File: src/rtl/seg_scan_scheduler.sv
// -----------------------------------------------------------------------------
// seg_scan_scheduler
//   Scan controller for an 8-digit seven-segment display. A CPU write path and
//   an 8-bit switch-echo path feed a double-buffered 32-bit display value.
//   A new value is only loaded at a frame boundary, which is the start of
//   digit 0, so a digit is never torn mid-scan. A tick-driven FSM alternates
//   BLANK and DRIVE slots and produces one-hot digit enables and segment codes.
//
// Optional feature macro: SEG_LEADING_ZERO_BLANK_EN
//   When it is defined, digits above the most significant nonzero nibble stay
//   dark during their DRIVE slot. Slot timing does not change. Digit 0 is
//   always shown.
//
// Ports
//   clk          system clock
//   rst          asynchronous active-high reset
//   switch_en    1 = show the switch echo; overrides the CPU source
//   sw_data[7:0] switch value for echo mode
//   cpu_wr       single-cycle CPU write strobe
//   cpu_wdata    CPU display value, 8 hex nibbles, digit 0 = [3:0]
//   cpu_wr_ack   one-cycle acknowledge of cpu_wr
//   frame_start  one-cycle pulse when a new frame value is loaded
//   an[7:0]      one-hot digit enable, active-high, an[i] = digit i
//   seg[7:0]     segment code for digits 4-7 (bit7 = a ... bit0 = dp)
//   seg1[7:0]    segment code for digits 0-3
// -----------------------------------------------------------------------------
module seg_scan_scheduler #(
    parameter int TICK_DIV    = 50000,
    parameter int DRIVE_TICKS = 2,
    parameter int BLANK_TICKS = 1
) (
    input  logic        clk,
    input  logic        rst,
    input  logic        switch_en,
    input  logic [7:0]  sw_data,
    input  logic        cpu_wr,
    input  logic [31:0] cpu_wdata,
    output logic        cpu_wr_ack,
    output logic        frame_start,
    output logic [7:0]  an,
    output logic [7:0]  seg,
    output logic [7:0]  seg1
);

    localparam int TW     = (TICK_DIV > 1) ? $clog2(TICK_DIV) : 1;
    localparam int ST_MAX = (DRIVE_TICKS > BLANK_TICKS) ? DRIVE_TICKS : BLANK_TICKS;
    localparam int SW     = (ST_MAX > 1) ? $clog2(ST_MAX) : 1;

    typedef enum logic {ST_BLANK, ST_DRIVE} state_t;

    state_t          r_state;
    logic [TW-1:0]   r_tick_cnt;
    logic [SW-1:0]   r_st_cnt;
    logic [2:0]      r_digit_idx;
    logic [31:0]     r_pending_buf;
    logic            r_pending_vld;
    logic [31:0]     r_frame_buf;
    logic            r_cpu_wr_ack;
    logic            r_frame_start;
    logic [7:0]      r_an;
    logic [7:0]      r_seg;
    logic [7:0]      r_seg1;

    logic            w_tick;
    logic            w_last_blank;
    logic            w_boundary;
    logic [2:0]      w_idx_next;
    logic [15:0]     w_sw_exp;
    logic [31:0]     w_frame_next;
    logic [3:0]      w_nibble;
    logic [7:0]      w_code;
    logic            w_show;

    function automatic logic [7:0] seg_code(input logic [3:0] nib);
        case (nib)
            4'h0: seg_code = 8'hFC;
            4'h1: seg_code = 8'h60;
            4'h2: seg_code = 8'hDA;
            4'h3: seg_code = 8'hF2;
            4'h4: seg_code = 8'h66;
            4'h5: seg_code = 8'hB6;
            4'h6: seg_code = 8'hBE;
            4'h7: seg_code = 8'hE0;
            4'h8: seg_code = 8'hFE;
            4'h9: seg_code = 8'hF6;
            4'hA: seg_code = 8'hEE;
            4'hB: seg_code = 8'h3E;
            4'hC: seg_code = 8'h9C;
            4'hD: seg_code = 8'h7A;
            4'hE: seg_code = 8'h9E;
            default: seg_code = 8'h8E;
        endcase
    endfunction

    assign w_tick       = (r_tick_cnt == TW'(TICK_DIV - 1));
    assign w_last_blank = (r_state == ST_BLANK) && w_tick && (r_st_cnt == SW'(BLANK_TICKS - 1));
    assign w_idx_next   = r_digit_idx + 3'd1;
    // Wrapping from digit 7 to digit 0 marks the frame boundary.
    assign w_boundary   = w_last_blank && (r_digit_idx == 3'd7);

    // Each switch bit is drawn as two adjacent display bits.
    genvar gi;
    generate
        for (gi = 0; gi < 8; gi++) begin : g_sw_exp
            assign w_sw_exp[2*gi +: 2] = {2{sw_data[gi]}};
        end
    endgenerate

    // Value that frame_buf holds after this edge. The segment lookup also uses
    // it, so digit 0 of a new frame shows the new value at once.
    always_comb begin
        w_frame_next = r_frame_buf;
        if (w_boundary) begin
            if (switch_en)
                w_frame_next = {16'h0000, w_sw_exp};
            else if (r_pending_vld)
                w_frame_next = r_pending_buf;
        end
    end

    assign w_nibble = w_frame_next[{w_idx_next, 2'b00} +: 4];
    assign w_code   = seg_code(w_nibble);

`ifdef SEG_LEADING_ZERO_BLANK_EN
    logic [2:0] w_msd;
    always_comb begin
        w_msd = 3'd0;
        for (int i = 1; i < 8; i++) begin
            if (w_frame_next[4*i +: 4] != 4'h0)
                w_msd = 3'(i);
        end
    end
    assign w_show = (w_idx_next <= w_msd);
`else
    assign w_show = 1'b1;
`endif

    always_ff @(posedge clk or posedge rst) begin
        if (rst) begin
            r_state       <= ST_BLANK;
            r_tick_cnt    <= '0;
            r_st_cnt      <= '0;
            r_digit_idx   <= 3'd7;
            r_pending_buf <= '0;
            r_pending_vld <= 1'b0;
            r_frame_buf   <= '0;
            r_cpu_wr_ack  <= 1'b0;
            r_frame_start <= 1'b0;
            r_an          <= '0;
            r_seg         <= '0;
            r_seg1        <= '0;
        end else begin
            r_tick_cnt    <= w_tick ? '0 : r_tick_cnt + 1'b1;
            r_cpu_wr_ack  <= cpu_wr;
            r_frame_start <= w_boundary;
            r_frame_buf   <= w_frame_next;

            // A write in the boundary cycle lands in pending after the
            // boundary has consumed the old pending value.
            if (w_boundary && !switch_en && r_pending_vld)
                r_pending_vld <= 1'b0;
            if (cpu_wr) begin
                r_pending_buf <= cpu_wdata;
                r_pending_vld <= 1'b1;
            end

            case (r_state)
                ST_BLANK: begin
                    if (w_tick) begin
                        if (w_last_blank) begin
                            r_st_cnt    <= '0;
                            r_state     <= ST_DRIVE;
                            r_digit_idx <= w_idx_next;
                            if (w_show) begin
                                r_an   <= 8'b1 << w_idx_next;
                                r_seg  <= w_idx_next[2] ? w_code : 8'h00;
                                r_seg1 <= w_idx_next[2] ? 8'h00 : w_code;
                            end else begin
                                r_an   <= '0;
                                r_seg  <= '0;
                                r_seg1 <= '0;
                            end
                        end else begin
                            r_st_cnt <= r_st_cnt + 1'b1;
                        end
                    end
                end
                default: begin
                    if (w_tick) begin
                        if (r_st_cnt == SW'(DRIVE_TICKS - 1)) begin
                            r_st_cnt <= '0;
                            r_state  <= ST_BLANK;
                            r_an     <= '0;
                            r_seg    <= '0;
                            r_seg1   <= '0;
                        end else begin
                            r_st_cnt <= r_st_cnt + 1'b1;
                        end
                    end
                end
            endcase
        end
    end

    assign cpu_wr_ack  = r_cpu_wr_ack;
    assign frame_start = r_frame_start;
    assign an          = r_an;
    assign seg         = r_seg;
    assign seg1        = r_seg1;

endmodule

File: config.mk
export PLATFORM = sky130hd
export DESIGN_NAME = seg_scan_scheduler
export DESIGN_NICKNAME = d
export VERILOG_FILES = /design/src/rtl/seg_scan_scheduler.sv
export SDC_FILE = /design/constraint.sdc
export NUM_CORES = 1
export LEC_CHECK = 0
export CORE_MARGIN = 4
export CORE_UTILIZATION = 50
export CTS_CLUSTER_DIAMETER = 60
export DETAILED_ROUTE_END_ITERATION = 8
export PLACE_DENSITY = 0.76
export SYNTH_ARGS = -nofsm -noshare
export SYNTH_HDL_FRONTEND = slang
export SYNTH_SLANG_ARGS = --single-unit
File: constraint.sdc
create_clock -name clk -period 4 [get_ports clk]
set_clock_uncertainty 0.2 [all_clocks]
set_input_delay 1.2 -clock clk [delete_from_list [all_inputs] [get_ports clk]]
set_output_delay 1.2 -clock clk [all_outputs]
set_load 0.05 [all_outputs]
* After elaboration in Yosys (flattened, before gate mapping)
Memories as Yosys holds them, arrays and structs flattened.
Index checks and enable logic that the tools add are counted.
** Operators by class
- $add $sub $neg :: 3
- Bitwise gates (word level) :: 2
- Shifts and indexed selects :: 2
- Mux-type cells :: 29
- Reduce and logical (&&, ||, !) cells :: 10
- Eq/ne operators :: 3
** Operators with widths (count)
- 8-bit 2-to-1 mux :: 13
- 32-bit 2-to-1 mux :: 3
- 32-bit by 6-bit variable part select with 4-bit output :: 1
- 16-bit by 1-bit adder with 16-bit output (second input constant) :: 1
- 16-bit equality test (second input constant) :: 1
- 16-bit 2-to-1 mux :: 1
- 1-bit 2-to-1 mux :: 12
- 1-bit by 3-bit << shifter with 8-bit output (first input constant) :: 1
- 3-bit AND reduction :: 2
- 1-bit logical AND :: 5
- 2-bit nonzero test :: 2
- 3-bit by 1-bit adder with 3-bit output (second input constant) :: 1
- 3-bit equality test (second input constant) :: 1
- 2-bit by 1-bit != test with 1-bit output (second input constant) :: 1
- 1-bit inverter :: 2
- 1-bit adder (second input constant) :: 1
- 1-bit zero test :: 1
** Storage, ports and cells
- Flip-flop bits (word level) :: 112
- Bits of input ports :: 44
- Output and inout bits :: 26
- Memories :: 1
- Bits in read-only memories :: 112
- Word-level logic and storage cells :: 62
** Memories
- (no name shown) :: words 16, bits a word 7, read ports 1, clocked after Yosys merged registers in 0, write ports 0, line 75 : case (nib)

* Depth between registers and ports, before layout
Gate-level depths: netlist of run 1.
An unclocked memory read counts as a cell.
- Word-level depth :: 11
- Gate-level depth with buffers :: 17
- Gate-level depth less buffers :: 16

* Worst setup path before layout of run 1
OpenSTA, ideal clock, no wires.
- Path kind :: input -> register
- From :: in switch_en
- To :: reg r_seg[3], in the netlist seg[3]
- Path slack :: 7 ps
- Required time :: 3673 ps
- Cell stages on the path :: 11
- Setup time :: 127 ps
- Data arrival time :: 3666 ps
- Buffers on the path :: 1
- Cell sequence :: nor2b_1 clkbuf_1 nand4_1 o211a_1 mux4_2 a211oi_4 inv_2 ha_1 or3_1 a21oi_2 o31ai_1
** Between the ends
- Longest elaborated chain between the ends :: 8
** RTL lines
- start, declared :: line 34 : input logic switch_en,
- 32-bit 2-to-1 mux :: line 114 : if (switch_en)
- 32-bit 2-to-1 mux :: line 113 : if (w_boundary) begin
- 32-bit by 6-bit variable part select with 4-bit output :: line 121 : assign w_nibble = w_frame_next[{w_idx_next, 2'b00} +: 4];
- memory read 16 x 7 bit
- 8-bit 2-to-1 mux :: line 176 : r_seg <= w_idx_next[2] ? w_code : 8'h00;
- 8-bit 2-to-1 mux :: line 170 : if (w_last_blank) begin
- 8-bit 2-to-1 mux :: line 169 : if (w_tick) begin
- 8-bit 2-to-1 mux :: line 167 : case (r_state)
- end signal, assigned :: line 176
- end, declared :: line 61 : logic [7:0] r_seg;
No other way between the ends. The select of a mux whose other input is x is not followed.
A chain may end at the register's enable or synchronous reset.

* Worst setup path after layout of run 1
- From :: reg r_digit_idx[1]
- To :: reg r_seg1[5], in the netlist seg1[5]
** Between the ends
- Longest elaborated chain between the ends :: 9
- Elaborated cells on any way between the ends :: 10
- Those cells by class :: add/sub (1); eq/ne (1); shift (1); mux (5); reduce/logical (1); memory (1)
** RTL lines
- start, declared :: line 54 : logic [2:0] r_digit_idx;
- start signal, assigned :: line 173 : r_digit_idx <= w_idx_next;
- 3-bit equality test :: line 99 : assign w_boundary = w_last_blank && (r_digit_idx == 3'd7);
- 1-bit logical AND :: line 99
- 32-bit 2-to-1 mux :: line 113
- named net w_frame_next[4] :: line 69 : logic [31:0] w_frame_next;
- 32-bit by 6-bit variable part select with 4-bit output :: line 121
- memory read 16 x 7 bit
- 8-bit 2-to-1 mux :: line 177 : r_seg1 <= w_idx_next[2] ? 8'h00 : w_code;
- 8-bit 2-to-1 mux :: line 170
- 8-bit 2-to-1 mux :: line 169
- 8-bit 2-to-1 mux :: line 167
- end signal, assigned :: line 177
- end, declared :: line 62 : logic [7:0] r_seg1;
The timed path passes the listed nets, and every way through them passes these cells. The select of a mux whose other input is x is not followed.

==> results.sh, run 1 <==
export IMPL_synthToLayoutAreaGrowth_pct=27.69
export IMPL_antennaDiodeCount=0
export IMPL_grt_max_degree=49
export IMPL_clock_latency_ps=350
export IMPL_grt_overflow_total=0
export IMPL_drc=0
export IMPL_rows=38
export IMPL_die_height_um=114.0
export IMPL_period_needed_ps=3874
export IMPL_hpwl_mm=10.11
export IMPL_critPathRequiredTime_ps=4040
export IMPL_first_iter_violations=333
export IMPL_crit_start="r_digit_idx[1]"
export IMPL_status="finished clean"
export IMPL_max_freq_mhz=258.1
export IMPL_drive_above_1_share=0.2441
export IMPL_route_vias_total=4554
export IMPL_ant_nets=0
export IMPL_slew_headroom=0.4705
export IMPL_synthCells=526
export IMPL_yosysSeqAreaShare=0.4904
export IMPL_ys_flop_type="dfrtp_1"
export IMPL_post_route_period_util=0.9684
export IMPL_timing_rr_start="r_digit_idx[1]"
export IMPL_ff2ff_path_depth=16
export IMPL_fillers=852
export IMPL_cp_arrival_ps=3910
export IMPL_r2r_slack_ps=130
export IMPL_worstPathCellList="ha_4, ha_1, or3b_4, or2_1, buf_4, o41ai_2, a211oi_2, o22ai_1, buf_4, a211oi_4, buf_6, ha_1, inv_1, nand4_1, o31a_1, a22o_1"
export IMPL_maxSlewViolCount=0
export IMPL_hp_class="reg -> reg"
export IMPL_hold_slack_ps=272.6
export IMPL_finish_utilization=0.6563
export IMPL_die_area_mm2=0.01300
export IMPL_grt_pass1_wl_mm=23.49
export IMPL_wl_per_cell_um=18.38
export IMPL_cts_path_max_buffers=2
export IMPL_worstSetupStartpointType="flip-flop"
export IMPL_synth_edf_count=0
export IMPL_power_density_mw_per_mm2=323.4
export IMPL_avgSynthCellArea_um2=10.69
export IMPL_drv_max_cap_violation_count=0
export IMPL_cts_tree="yes"
export IMPL_track_usage=0.2273
export IMPL_die_x_um=114.0
export IMPL_synth_seq_cells=110
export IMPL_tightest_slew_ps=792.4
export IMPL_grt_pass1_vias=4700
export IMPL_h_tree_depth=3
export IMPL_synthArstFlopShare=1.000
export IMPL_yosys_warnings=0
export IMPL_cellLeakagePower_uw=0.003095
export IMPL_cp_depth=16
export IMPL_avgViaCountPerCell=5.846
export IMPL_tns_ps=0
export IMPL_gp_congestion=0.8541
export IMPL_antenna_found_initial=0
export IMPL_core_mm2=0.01094
export IMPL_endpoint_kind="flip-flop"
export IMPL_fin_cells=779
export IMPL_slowest_stage="dfstp_2"
export IMPL_cts_made_buffers=9
export IMPL_finalHoldViolations=0
export IMPL_clk_pin_slew_worst_paths_ps=70
export IMPL_worstPathMaxFanout=7
export IMPL_cts_root_buffer="clkbuf_16"
export IMPL_num_io_pins=70
export IMPL_io_buffers=67
export IMPL_setup_violations=0
export IMPL_drt_wl_total_mm=14.32
export IMPL_critPathBufInv=4
export IMPL_r2r_end="seg1[5]"
export IMPL_first_pass_iters=5
export IMPL_worstSetupPathType="reg -> reg"
export IMPL_irDropWorstVdd_mv=0.2770
export IMPL_cts_sinks=110
export IMPL_crit_family="compound AO/OA/AOI/OAI gates"
export IMPL_synth_cell_types=78
export IMPL_crit_path_end="seg1[5]"
export IMPL_synth_area_mm2=0.005620
export IMPL_start_util=0.5140
export IMPL_dpl_cell_count=761
export IMPL_cpPeakStageDelay_ps=570
export IMPL_layout_nets=691
-- power by group --
part	switching [uW]	total, uW	internal, uW	leakage, uW
clock network	397	962	565	0.000157
registers	23.1	1170	1150	0.00129
logic	86.9	185	98.5	0.00165
-- cells by family after synthesis --
group / synth area share
other: 0.0006672
adder cells (fa/ha/maj): 0.02894
flip-flops: 0.4904
buffers and inverters: 0.04920
multiplexers: 0.07324
XOR/XNOR: 0.02026
AND/OR/NAND/NOR: 0.1594
AO/OA/AOI/OAI: 0.1779
-- flip-flops by register name, summed over array words and instances, names as in the netlist, named ones only --
signal	cells
seg	7
frame_start	1
r_frame_buf	32
r_pending_vld	1
r_st_cnt	1
r_tick_cnt	16
an	8
r_pending_buf	32
seg1	7
r_digit_idx	3
cpu_wr_ack	1
-- synth_stat cells (9+ instances only) --
cell type  instances  area share
inv_1             20       0.013
mux2_2            31       0.062
ha_1              13       0.029
nand4_1           12       0.013
nand3_1           19       0.017
dfrtp_1          107        0.48
and3_1             9       0.010
clkbuf_1          16       0.011
a22o_1             9       0.014
and2_1             9       0.010
nor2_1            23       0.015
o21ai_0           18       0.016
nand2_1           57       0.038
-- how the worst min path moves through the flow --
stage / cells after the start / from / endpoint
after floorplan: 1 / r_tick_cnt[0] / r_tick_cnt[0]
after CTS: 1 / r_tick_cnt[0] / r_tick_cnt[0]
final: 1 / r_tick_cnt[0] / r_tick_cnt[0]
after detailed placement: 1 / r_tick_cnt[0] / r_tick_cnt[0]
after global routing: 1 / r_tick_cnt[0] / r_tick_cnt[0]
after global placement: 1 / r_tick_cnt[0] / r_tick_cnt[0]
-- routing by layer --
metal / track usage / wire length (um) / vias up
met5: 0 / 0 / -
li1: - / - / 2127
met3: 0.05411 / 829 / 16
met2: 0.3716 / 7016 / 143
met1: 0.3057 / 6266 / 2268
met4: 0.05938 / 209 / 0
-- cell usage in the layout, fill, tap and decap left out, drive strengths merged, types with 4 or more instances in the layout --
master,synthesis,routed
a31oi,5,5
o22ai,5,5
dfrtp,107,107
and3,9,9
o211a,5,5
or2,7,7
o21ai,23,23
o41ai,5,5
nand4,12,12
clkbuf,16,12
o2bb2ai,4,4
a211o,7,7
clkdlybuf4s50,0,66
o31ai,7,7
a41oi,4,4
a22o,9,9
and2,9,9
mux2i,4,4
inv,22,21
mux2,31,31
nand3,20,20
xnor2,5,5
a31o,4,4
nor2,25,25
nor2b,6,6
ha,13,13
a211oi,9,9
a32oi,7,7
buf,18,63
nor4,6,6
nand2,58,58
a21oi,7,7
xor2,8,8
nor3,8,8
-- layout make-up --
| class | instances | area (um2) | share of cell area |
|---|---|---|---|
| sequential | 110 | 2756 | 0.3841 |
| clock inverter | 4 | 70.07 | 0.009763 |
| multi-input combinational | 360 | 2665 | 0.3713 |
| clock buffer | 12 | 246.5 | 0.03434 |
| inverter | 23 | 92.59 | 0.01290 |
| tap | 140 | 175.2 | 0.02441 |
| timing repair buffer | 130 | 1171 | 0.1632 |
-- timing repair --
| action | in CTS | in global routing |
|---|---|---|
| hold buffers | 0 | 0 |
| endpoints found under the setup margin | 7 | 14 |
| endpoints found under the hold margin | 0 | 0 |
| buffers inserted | 0 | 2 |
| pin swaps | 0 | 7 |
| gates resized for setup | 1 | 16 |
-- metrics by stage --
stage                     instance area, um2  power (uW)  worst slack (ps)
after floorplan                         5628        1286             7.099
after CTS                               7069        2337             47.54
final                                   7177        2321             126.2
after detailed placement                6754        1376            -395.0
after global routing                    7177        2404            -27.36
after global placement                  6754        1370            -349.0
No activity file was read; power rests on OpenSTA's default activity.
==> inputs of run 2 (changes only) <==
- CORE_UTILIZATION: 50 -> 46
- PLACE_DENSITY: 0.76 -> 0.71
==> results.sh, run 2 (same netlist as run 1, synthesis figures left out) <==
export IMPL_status="finished clean"
export IMPL_place_ws_ps=-431.1
export IMPL_dpl_cell_count=766
export IMPL_worstPathCellList="ha_4, ha_4, or3b_4, nor2_4, buf_6, a41oi_1, o2bb2ai_2, nor2_1, o32ai_2, a31o_2, inv_1, ha_1, inv_1, nand4_1, o31a_1, a22o_1"
export IMPL_num_io_pins=70
export IMPL_power_frac_clock=0.403
export IMPL_maxSlewViolCount=0
export IMPL_avgViaCountPerCell=5.832
export IMPL_layout_cells_most_common="dfrtp_1"
export IMPL_critPathRequiredTime_ps=4040
export IMPL_die_height_um=118.5
export IMPL_whs_path_depth=1
export IMPL_hold_slack_ps=272.5
export IMPL_tns_ps=0
export IMPL_drv_max_cap_violation_count=0
export IMPL_setup_ws_ps=35.69
export IMPL_route_vias_total=4607
export IMPL_crit_family="compound AO/OA/AOI/OAI gates"
export IMPL_start_util=0.4699
export IMPL_die_x_um=118.5
export IMPL_irDropWorstVdd_mv=0.2456
export IMPL_drive_above_1_share=0.2535
export IMPL_clk_pin_slew_worst_paths_ps=70
export IMPL_wl_per_cell_um=18.33
export IMPL_ff2ff_path_depth=16
export IMPL_track_usage=0.2077
export IMPL_grt_overflow_total=0
export IMPL_cts_sinks=110
export IMPL_first_iter_violations=378
export IMPL_power_switching_uw=521.4
export IMPL_h_tree_depth=3
export IMPL_slowest_stage="dfstp_2"
export IMPL_cp_depth=16
export IMPL_endpoint_kind="flip-flop"
export IMPL_drc=0
export IMPL_critPathBufInv=3
export IMPL_cts_root_buffer="clkbuf_16"
export IMPL_timing_rr_start="r_digit_idx[1]"
export IMPL_antennaDiodeCount=0
export IMPL_slew_headroom=0.5079
export IMPL_clock_latency_ps=360
export IMPL_ant_nets=0
export IMPL_tightest_slew_ps=736.3
export IMPL_hpwl_mm=9.973
export IMPL_cp_arrival_ps=4010
export IMPL_period_needed_ps=3964
export IMPL_ctsHoldBuffers=0
export IMPL_fin_cells=790
export IMPL_max_freq_mhz=252.3
export IMPL_power_internal_uw=1774
export IMPL_power_density_mw_per_mm2=317.3
export IMPL_grt_pass1_wl_mm=23.65
export IMPL_hp_class="reg -> reg"
export IMPL_seq_power_share=0.511
export IMPL_cts_made_buffers=9
export IMPL_cts_path_max_buffers=2
export IMPL_layout_nets=696
export IMPL_power_share_combinational=0.085
export IMPL_place_area_mm2=0.006760
export IMPL_worstPathMaxFanout=8
export IMPL_crit_start="r_digit_idx[1]"
export IMPL_sw_frac_of_total=0.2272
export IMPL_final_cell_area_mm2=0.007233
export IMPL_antenna_found_initial=0
export IMPL_grt_max_degree=111
export IMPL_cellLeakagePower_uw=0.003110
export IMPL_die_area_mm2=0.01405
export IMPL_worstSetupPathType="reg -> reg"
export IMPL_cpPeakStageDelay_ps=580
export IMPL_layout_common_cells="107 x dfrtp_1, 66 x clkdlybuf4s50_1, 62 x buf_4"
export IMPL_finalHoldViolations=0
export IMPL_synthToLayoutAreaGrowth_pct=28.70
export IMPL_grt_pass1_vias=4599
export IMPL_cts_tree="yes"
export IMPL_hold_path_startpoint="r_tick_cnt[0]"
export IMPL_core_mm2=0.01196
export IMPL_r2r_slack_ps=40
export IMPL_rsz0062_at_grt="true"
export IMPL_worstSetupStartpointType="flip-flop"
export IMPL_io_buffers=67
export IMPL_first_pass_iters=5
export IMPL_rows=40
export IMPL_fillers=981
export IMPL_top_regs="r_frame_buf: 32 flops, r_pending_buf: 32 flops, r_tick_cnt: 16 flops"
export IMPL_regArea_mm2=0.002756
export IMPL_drt_wl_total_mm=14.48
export IMPL_gp_congestion=0.8988
export IMPL_multiInputGateArea_mm2=0.002689
export IMPL_post_route_period_util=0.9911
export IMPL_setup_violations=0
## run 2: worst reg2reg max path: stages (launching register included)
cell       delay (ps)
dfstp_2           580
ha_4              160
ha_4              110
or3b_4            410
nor2_4            270
buf_6             170
a41oi_1           140
o2bb2ai_2         240
nor2_1             90
o32ai_2           260
a31o_2            210
inv_1             120
ha_1              230
inv_1              90
nand4_1           180
o31a_1            190
a22o_1            200
## run 2: worst paths after layout
path | end
hold reg to reg | r_tick_cnt[0]
setup reg to reg | seg[5]
hold / removal | r_tick_cnt[0]
max in group asynchronous | r_tick_cnt[5]
min in group asynchronous | seg[7]
setup / recovery | seg[5]
## run 2: metrics by stage
step,utilization,power [uW]
after floorplan,-,1286
after global placement,0.5652,1373
after detailed placement,0.5652,1378
after CTS,0.5902,2296
after global routing,0.6047,2377
final,0.6047,2295
## run 2: power groups by stage
stage / sequential (uW) / clock [uW] / combinational, uW
after floorplan: 1190 / 0 / 99.3
after global placement: 1190 / 0 / 180
after detailed placement: 1190 / 0 / 183
after CTS: 1170 / 938 / 184
after global routing: 1180 / 985 / 213
final: 1170 / 926 / 196
## run 2: timing repair
item | 4_1_cts | 5_1_grt
endpoints found under the setup margin | 8 | 14
resized for setup | 1 | 22
gates cloned | 0 | 1
pin swaps | 0 | 13
hold endpoints to repair | 0 | 0
setup buffers | 0 | 8
## run 2: layout make-up
cell class                      instances  area share
Sequential cell                       110      0.3811
Multi-Input combinational cell        360      0.3717
Timing Repair Buffer                  135      0.1678
Clock buffer                           12     0.03546
Tap cell                              147     0.02543
Inverter                               23     0.01245
Clock inverter                          3    0.006054
## run 2: metal layers
metal	vias up	routed length, um	track usage
met5	-	0	0
met3	21	656	0.03828
li1	2145	-	-
met1	2308	6544	0.2838
met2	133	7019	0.3311
met4	0	263	0.07603
